File: src/rtl/fifo_pkg.sv
// Shared constants and width helpers for the FIFO controller slice.
package fifo_pkg;

    localparam int DEFAULT_AWIDTH = 4;

    // Occupancy must reach DEPTH itself, so it needs one extra bit over the address.
    function automatic int count_width(input int awidth);
        return awidth + 1;
    endfunction

endpackage

File: src/rtl/fifo_ctrl_if.sv
// Producer/consumer-facing bundle of the FIFO controller: requests, RAM strobes and status.
interface fifo_ctrl_if
    import fifo_pkg::*;
#(
    parameter int AWIDTH = DEFAULT_AWIDTH
);
    localparam int CW = count_width(AWIDTH);

    logic              push;
    logic              pop;
    logic              flush;
    logic              clr_err;
    logic [CW-1:0]     af_level;
    logic [CW-1:0]     ae_level;
    logic              ram_wr_en;
    logic [AWIDTH-1:0] ram_wr_addr;
    logic              ram_rd_en;
    logic [AWIDTH-1:0] ram_rd_addr;
    logic              rd_valid;
    logic              full;
    logic              empty;
    logic              almost_full;
    logic              almost_empty;
    logic [CW-1:0]     count;
    logic              overflow;
    logic              underflow;

    modport master (
        output push, pop, flush, clr_err, af_level, ae_level,
        input  ram_wr_en, ram_wr_addr, ram_rd_en, ram_rd_addr, rd_valid,
        input  full, empty, almost_full, almost_empty, count, overflow, underflow
    );

    modport slave (
        input  push, pop, flush, clr_err, af_level, ae_level,
        output ram_wr_en, ram_wr_addr, ram_rd_en, ram_rd_addr, rd_valid,
        output full, empty, almost_full, almost_empty, count, overflow, underflow
    );

endinterface

File: src/rtl/fifo_ptr.sv
// Wrapping RAM pointer: advances by one per enabled cycle, rolls over modulo 2**AWIDTH.
module fifo_ptr
    import fifo_pkg::*;
#(
    parameter int AWIDTH = DEFAULT_AWIDTH
) (
    input  logic              clock,
    input  logic              reset,
    input  logic              clear,
    input  logic              inc,
    output logic [AWIDTH-1:0] value
);

    always_ff @(posedge clock) begin
        if (reset || clear)
            value <= '0;
        else if (inc)
            value <= value + 1'b1;
    end

endmodule

File: src/rtl/fifo_ctrl.sv
// FIFO controller: address generation, occupancy tracking, status and sticky error flags
// for an external RAM. The producer writes the RAM data directly.
module fifo_ctrl
    import fifo_pkg::*;
#(
    parameter int AWIDTH = DEFAULT_AWIDTH
) (
    input logic        clock,
    input logic        reset,
    fifo_ctrl_if.slave bus
);

    localparam int            CW    = count_width(AWIDTH);
    localparam logic [CW-1:0] DEPTH = CW'(2 ** AWIDTH);

    logic [CW-1:0]     count_q;
    logic [AWIDTH-1:0] wr_ptr;
    logic [AWIDTH-1:0] rd_ptr;
    logic              rd_valid_q;
    logic              overflow_q;
    logic              underflow_q;
    logic              is_full;
    logic              is_empty;
    logic              push_ok;
    logic              pop_ok;
    logic              ovf_set;
    logic              unf_set;

    assign is_full  = (count_q == DEPTH);
    assign is_empty = (count_q == '0);

    // Full/empty gating alone resolves simultaneous push+pop at the extremes.
    assign push_ok = bus.push & ~is_full  & ~bus.flush & ~reset;
    assign pop_ok  = bus.pop  & ~is_empty & ~bus.flush & ~reset;
    assign ovf_set = bus.push & is_full  & ~bus.flush;
    assign unf_set = bus.pop  & is_empty & ~bus.flush;

    fifo_ptr #(.AWIDTH(AWIDTH)) u_wr_ptr (
        .clock (clock),
        .reset (reset),
        .clear (bus.flush),
        .inc   (push_ok),
        .value (wr_ptr)
    );

    fifo_ptr #(.AWIDTH(AWIDTH)) u_rd_ptr (
        .clock (clock),
        .reset (reset),
        .clear (bus.flush),
        .inc   (pop_ok),
        .value (rd_ptr)
    );

    always_ff @(posedge clock) begin
        if (reset || bus.flush)
            count_q <= '0;
        else if (push_ok && !pop_ok)
            count_q <= count_q + 1'b1;
        else if (pop_ok && !push_ok)
            count_q <= count_q - 1'b1;
    end

    // A pop accepted just before a flush still delivers its data.
    always_ff @(posedge clock) begin
        if (reset)
            rd_valid_q <= 1'b0;
        else
            rd_valid_q <= pop_ok;
    end

    always_ff @(posedge clock) begin
        if (reset) begin
            overflow_q  <= 1'b0;
            underflow_q <= 1'b0;
        end else begin
            if (ovf_set)
                overflow_q <= 1'b1;
            else if (bus.clr_err)
                overflow_q <= 1'b0;
            if (unf_set)
                underflow_q <= 1'b1;
            else if (bus.clr_err)
                underflow_q <= 1'b0;
        end
    end

    assign bus.ram_wr_en    = push_ok;
    assign bus.ram_wr_addr  = wr_ptr;
    assign bus.ram_rd_en    = pop_ok;
    assign bus.ram_rd_addr  = rd_ptr;
    assign bus.rd_valid     = rd_valid_q;
    assign bus.full         = is_full;
    assign bus.empty        = is_empty;
    assign bus.almost_full  = (count_q >= bus.af_level);
    assign bus.almost_empty = (count_q <= bus.ae_level);
    assign bus.count        = count_q;
    assign bus.overflow     = overflow_q;
    assign bus.underflow    = underflow_q;

endmodule

File: src/flat_wrapper.sv
// flat-port wrapper written by rule: the top's interface ports become plain ports
module fifo_ctrl_flat import fifo_pkg::*;
#(
    parameter int AWIDTH = DEFAULT_AWIDTH
)
  (clock, reset, bus_push, bus_pop, bus_flush, bus_clr_err, bus_af_level, bus_ae_level, bus_ram_wr_en, bus_ram_wr_addr, bus_ram_rd_en, bus_ram_rd_addr, bus_rd_valid, bus_full, bus_empty, bus_almost_full, bus_almost_empty, bus_count, bus_overflow, bus_underflow);
  fifo_ctrl_if #(.AWIDTH(AWIDTH)) bus_i ();
  input logic clock;
  input logic reset;
  input wire logic [$bits(bus_i.push)-1:0] bus_push;
  input wire logic [$bits(bus_i.pop)-1:0] bus_pop;
  input wire logic [$bits(bus_i.flush)-1:0] bus_flush;
  input wire logic [$bits(bus_i.clr_err)-1:0] bus_clr_err;
  input wire logic [$bits(bus_i.af_level)-1:0] bus_af_level;
  input wire logic [$bits(bus_i.ae_level)-1:0] bus_ae_level;
  output wire logic [$bits(bus_i.ram_wr_en)-1:0] bus_ram_wr_en;
  output wire logic [$bits(bus_i.ram_wr_addr)-1:0] bus_ram_wr_addr;
  output wire logic [$bits(bus_i.ram_rd_en)-1:0] bus_ram_rd_en;
  output wire logic [$bits(bus_i.ram_rd_addr)-1:0] bus_ram_rd_addr;
  output wire logic [$bits(bus_i.rd_valid)-1:0] bus_rd_valid;
  output wire logic [$bits(bus_i.full)-1:0] bus_full;
  output wire logic [$bits(bus_i.empty)-1:0] bus_empty;
  output wire logic [$bits(bus_i.almost_full)-1:0] bus_almost_full;
  output wire logic [$bits(bus_i.almost_empty)-1:0] bus_almost_empty;
  output wire logic [$bits(bus_i.count)-1:0] bus_count;
  output wire logic [$bits(bus_i.overflow)-1:0] bus_overflow;
  output wire logic [$bits(bus_i.underflow)-1:0] bus_underflow;
  assign bus_i.push = bus_push;
  assign bus_i.pop = bus_pop;
  assign bus_i.flush = bus_flush;
  assign bus_i.clr_err = bus_clr_err;
  assign bus_i.af_level = bus_af_level;
  assign bus_i.ae_level = bus_ae_level;
  assign bus_ram_wr_en = bus_i.ram_wr_en;
  assign bus_ram_wr_addr = bus_i.ram_wr_addr;
  assign bus_ram_rd_en = bus_i.ram_rd_en;
  assign bus_ram_rd_addr = bus_i.ram_rd_addr;
  assign bus_rd_valid = bus_i.rd_valid;
  assign bus_full = bus_i.full;
  assign bus_empty = bus_i.empty;
  assign bus_almost_full = bus_i.almost_full;
  assign bus_almost_empty = bus_i.almost_empty;
  assign bus_count = bus_i.count;
  assign bus_overflow = bus_i.overflow;
  assign bus_underflow = bus_i.underflow;
  fifo_ctrl #(.AWIDTH(AWIDTH)) u_core (.clock(clock), .reset(reset), .bus(bus_i));
endmodule
File: config.mk
export PLATFORM = sky130hd
export DESIGN_NAME = fifo_ctrl_flat
export DESIGN_NICKNAME = d
export VERILOG_FILES = /design/src/rtl/fifo_pkg.sv /design/src/rtl/fifo_ctrl_if.sv /design/src/rtl/fifo_ptr.sv /design/src/rtl/fifo_ctrl.sv /design/src/flat_wrapper.sv
export SDC_FILE = /design/constraint.sdc
export NUM_CORES = 1
export LEC_CHECK = 0
export BUFFER_PORTS_ARGS = -buffer_cell sky130_fd_sc_hd__buf_2
export CAP_MARGIN = 30
export CORE_MARGIN = 2
export CORE_UTILIZATION = 35
export DETAILED_ROUTE_END_ITERATION = 8
export PLACE_DENSITY = 0.62
export SLEW_MARGIN = 20
export SYNTH_ARGS = -nofsm -noshare
export SYNTH_HDL_FRONTEND = slang
export SYNTH_SLANG_ARGS = --single-unit
File: constraint.sdc
create_clock -name clock -period 5.5 [get_ports clock]
set_input_delay 0.55 -clock clock [delete_from_list [all_inputs] [get_ports clock]]
set_output_delay 0.55 -clock clock [all_outputs]
set_load 0.1 [all_outputs]
* After elaboration in Yosys (flattened, before gate mapping)
Index checks and enable logic that the tools add are counted.
** Word-level totals
- Register bits :: 16
- Input bits :: 16
** Cells by class
- Add/subtract/negate cells :: 4
- Order comparisons :: 2
- Equality and inequality tests :: 1
- Multiplexer cells :: 5
- Bitwise gates (word level) :: 14
- Reductions and logical operators :: 9
** Operator list (count)
- bitwise AND 1 bit :: 10
- 2-to-1 mux 5 bit :: 2
- adder 4 x 1 -> 4 bit (second input constant) :: 2
- nonzero test 2 bit :: 3
- adder 5 x 1 -> 5 bit (second input constant) :: 1
- equality test 5 bit (second input constant) :: 1
- >= comparator 5 bit :: 1
- less-or-equal comparator 5 bit :: 1
- logical NOT 5 bit :: 1
- subtractor 5 x 1 -> 5 bit (second input constant) :: 1
- inverter 1 bit :: 4
- 2-to-1 mux 1 bit :: 3
- logical AND 1 bit :: 2
- logical NOT 1 bit :: 2
- logical OR 1 bit :: 1

* Longest topological paths before layout
- Word-level depth :: 9
- Mapped depth :: 12

* Hierarchy
A second synthesis with hierarchy kept.
** Second synthesis, totals
- Cell total of the unflattened synthesis :: 118
- Area, all modules :: 1074.8 µm²
** Modules (own cells, without submodules)
- fifo_ctrl :: instances 1, cells each 84, area an instance 719.4 µm²
- fifo_ptr :: instances 2, cells each 17, area an instance 177.7 µm²

* Worst setup path before layout
No wires, ideal clock.
- Path type :: flip-flop to flip-flop
- Start point :: reg u_core.count_q[1] (netlist: u_core.bus.count[1])
- End point :: reg u_core.count_q[4] (netlist: u_core.bus.count[4])
- Setup time :: 0.057 ns
- Arrival :: 4.471 ns
- Required time :: 5.443 ns
- Slack :: 0.971 ns
- Cell stages (with the launch flop) :: 12
- Cells stage by stage :: dfxtp_1 or4_1 buf_6 o21a_4 nor2b_1 ha_1 inv_1 ha_1 a21oi_1 a211o_1 a211oi_1 a31o_2
** Between the ends
- Cells in the longest elaborated chain, start to end :: 8
- Elaborated cells between the ends (all ways) :: 19
** Ends and longest elaborated chain
- from (decl) :: RTL line fifo_ctrl.sv:16 : logic [CW-1:0] count_q;
- from (signal assigned) :: RTL line fifo_ctrl.sv:58 : count_q <= count_q + 1'b1;
- from (signal assigned) :: RTL line fifo_ctrl.sv:60 : count_q <= count_q - 1'b1;
- equality test 5 bit (*) :: RTL line fifo_ctrl.sv:29 : assign is_full = (count_q == DEPTH);
- inverter 1 bit (*) :: RTL line fifo_ctrl.sv:33 : assign push_ok = bus.push & ~is_full & ~bus.flush & ~reset;
- bitwise AND 1 bit (*) (3 in a row) :: RTL line fifo_ctrl.sv:33
- named net bus_ram_wr_en :: RTL line flat_wrapper.sv:16 : output wire logic [$bits(bus_i.ram_wr_en)-1:0] bus_ram_wr_en;
- logical NOT 1 bit :: RTL line fifo_ctrl.sv:59 : else if (pop_ok && !push_ok)
- logical AND 1 bit :: RTL line fifo_ctrl.sv:59
- nonzero test 2 bit (no line)
Mark *: on every way through the listed nets, which the timed path passes. The rest lies on a longest branch. The select of a mux whose other input is x is not followed.
A chain may end at the register's enable or synchronous reset.

* Final worst setup path
- Start point :: reg u_core.count_q[1] (netlist: u_core.bus.count[1])
- End point :: reg u_core.count_q[4] (netlist: u_core.bus.count[4])
** Between the ends
- Cells in the longest elaborated chain, start to end :: 8
- Elaborated cells between the ends (all ways) :: 19
** Ends and longest elaborated chain (RTL line)
- equality test 5 bit / logical NOT 5 bit (equally long branches) :: fifo_ctrl.sv:29, fifo_ctrl.sv:30
- inverter 1 bit, on equally long branches :: fifo_ctrl.sv:33, fifo_ctrl.sv:34
- bitwise AND 1 bit, on equally long branches (3 in a row) :: fifo_ctrl.sv:33, fifo_ctrl.sv:34
- logical NOT 1 bit, on equally long branches :: fifo_ctrl.sv:59, fifo_ctrl.sv:57
- logical AND 1 bit, on equally long branches :: fifo_ctrl.sv:59, fifo_ctrl.sv:57
- nonzero test 2 bit (no line) / 2-to-1 mux 5 bit (equally long branches)
Several ways; a longest one is shown, not always the timed one. The select of a mux whose other input is x is not followed.

==> flow_summary.ini <==
[global_route]
grt-ovfl-total = 0
antenna_found_initial = 0
grt_pass1_wl_um = 3840
grt_pass1_vias = 925
grt_max_degree = 19
track_usage_pct = 14.2

[floorplan]
die_x_um = 59.7
io_pins = 38
fp-row-count = 20
die_height_um = 59.7
start_util_pct = 36.2
design.core.area_mm2 = 0.00300
die-area_mm2 = 0.00357

[clocking]
clk-insertion-delay-late_ns = 0.28
clock_sinks = 16
clk_path_buf_depth = 2
hold_buffers = 0
htreeDepth = 1
cts-root-buf = clkbuf_4
clk_pin_slew_worst_paths_ns = 0.10
postCtsSetupBuffers = 0
cts.repair.resized = 0
cts_buffers = 3
tritoncts = built

[timing]
max_freq_mhz = 332
finalSetupViolCount = 0
worstMarginPinSlew_ns = 0.493
finalSetupTns_ns = 0
clock-skew-final_ns = 0.000962
slew-limit-headroom_pct = 67.4
final_max_slew_viol_count = 0
fin_crit_sh_pct = 54.8
hold_viol = 0
rsz0062_at_grt = false
period_minus_slack_ns = 3.01
holdWs_ns = 0.435

[worst_setup_path]
cpPeakStageDelay_ns = 0.71
cp_top_family = simple AND/OR/NAND/NOR gates
crit_cells = 9
critPathLaunchType = flip-flop
r2r_slack_ns = 2.49
r2r_end = u_core.bus.count[4]
r2r_start = u_core.bus.count[1]
crit_chain = or4_1 -> o21a_4 -> nor2b_1 -> ha_1 -> fa_1 -> nand3b_1 -> a211o_1 -> a211oi_1 -> a31o_2
reg2reg_depth = 9
required_ns = 5.74
crit_start = u_core.bus.count[1]
worstSetupPathType = flip-flop to flip-flop
cp_slowest_cell = or4_1
endpoint_kind = flip-flop
worst_ep_arrival_time_ns = 3.25
path_max_fanout = 8
crit_buf_inv = 0
endpoint = u_core.bus.count[4]

[synth]
synth-xor-area-share_pct = 7.25
synth_top_family_by_area = adder cells
synthCells = 125
synth_compound_area_share_pct = 15.4
synthAdderAreaFrac_pct = 21.4
synth_area_mm2 = 0.00109
synth_top_area_cell = dfxtp_1
ys_seq_area_share_pct = 29.5
synth_top_area_share_pct = 29.5
yosysUniqueCellTypes = 30
ys_warn_count = 0
syn_nets = 159
ys_seq_elements = 16
synth.area.mux_share_pct = 2.76
syn_avg_cell_area_um2 = 8.70
yosys-top-cells-area = dfxtp_1 (29%), ha_1 (20%), nor2_1 (7.2%)
synth-simple-area-share_pct = 17.1

[drt]
vias_per_cell = 4.98
drc = 0
ant_nets = 0
vias = 972
wirelength_um = 2250
firstDrtPassIters = 4
drtIter0Drc = 33
routedWlPerCell_um = 11.5

[outcome]
status = finished clean

[job]
drv_cap = 0

[finish]
antenna_cells = 0
nNetsFinal = 197
areaGrowthSynthToFinish_pct = 22.1
drive_gt1_share_pct = 27.8

[power]
ir_drop_mv = 0.0532
p_per_area_mw_per_mm2 = 217
p_leak_nw = 0.680

[worst_hold_path]
worstHoldPathType = input port to flip-flop

[placed_design]
place_congestion = 0.807
portBuffers = 37
dp_hpwl_um = 1810
[metrics by stage]
stage	std cells	utilization [%]	instance area, µm²	setup slack (ns)	power (mW)
after detailed placement	191	43.0	1290	2.49	0.213
after global routing	195	44.2	1330	2.25	0.303
after CTS	195	44.2	1330	2.48	0.292
final	195	44.2	1330	2.49	0.288
after global placement	191	43.0	1290	2.58	0.211
after floorplan	125	-	1090	0.971	0.196
[registers in the layout, indices dropped and copies added (netlist names)]
register and cells:
u_core.bus.overflow 1, u_core.bus.count 5, u_core.bus.rd_valid 1, u_core.bus.underflow 1, u_core.u_rd_ptr.value 4, u_core.u_wr_ptr.value 4
[worst min path at each step]
| stage | slack (ns) | from | end | depth (start not counted) |
|---|---|---|---|---|
| finish | 0.43 | reset | u_core.bus.underflow | 2 |
| detailed placement | 0.46 | u_core.bus.underflow | u_core.bus.underflow | 2 |
| floorplan | 0.62 | reset | u_core.bus.overflow | 1 |
| CTS | 0.43 | reset | u_core.bus.underflow | 2 |
| global route | 0.43 | reset | u_core.bus.overflow | 2 |
| global placement | 0.45 | u_core.bus.underflow | u_core.bus.underflow | 2 |
[synth_stat cells]
master	n
nor2_1	21
ha_1	17
dfxtp_1	16
inv_1	13
a21oi_1	8
xor2_1	8
o211ai_1	4
clkbuf_1	3
mux2i_1	3
nand2_1	3
nand2b_1	3
nand3b_1	3
a21o_1	2
and3_1	2
nand3_1	2
nor2b_1	2
o21ai_0	2
a211o_1	1
a211oi_1	1
a31o_2	1
buf_6	1
fa_1	1
nand4_1	1
o21a_1	1
o21a_4	1
o21ai_4	1
o2bb2ai_1	1
or2_2	1
or4_1	1
xnor2_1	1
[logic make-up after synthesis]
kind of cell,Yosys count
and+or+nand+nor,39
AOI/OAI and AO/OA,23
adders and majority gates,18
buffers and inverters,17
DFF,16
xor gates and xnor gates,9
muxes,3
[layer usage]
layer  vias up  part of all wire [%]  global-route usage [%]
li1        496                     -                       -
met1       451                    45                    16.4
met2        21                    49                    25.3
met3         4                   3.7                    2.16
met4         0                   2.0                    6.67
met5         -                     0                       0
[layout by cell type, fill, tap and decap left out]
master	Yosys	final
nand2b_1	3	3
a21oi_1	8	8
nand3_1	2	2
xnor2_1	1	1
and3_1	2	2
buf_2	0	37
inv_1	13	13
o21ai_4	1	1
a31o_2	1	1
o21ai_0	2	2
a21o_1	2	2
ha_1	17	17
nand4_1	1	1
or4_1	1	1
o211ai_1	4	4
xor2_1	8	8
nor2_1	21	21
o2bb2ai_1	1	1
nor2b_1	2	2
fa_1	1	1
mux2i_1	3	3
nand2_1	3	3
a211oi_1	1	1
clkbuf_4	0	3
clkbuf_8	0	1
a211o_1	1	1
o21a_4	1	1
or2_2	1	1
nand3b_1	3	3
o21a_1	1	1
dfxtp_1	16	16
[power breakdown]
part	internal, mW	switching, mW
Sequential	0.119	0.00374
Clock	0.0403	0.0380
Combinational	0.0237	0.0637
[final cells by class]
type	count	area (µm²)
flip-flops and latches	16	320
fillers	313	1680
well taps	33	41.3
inverters	13	48.8
multi-input cells	92	696
repair buffers	37	185
clock buffers	4	36.3
(Power assumes the default switching activity.)
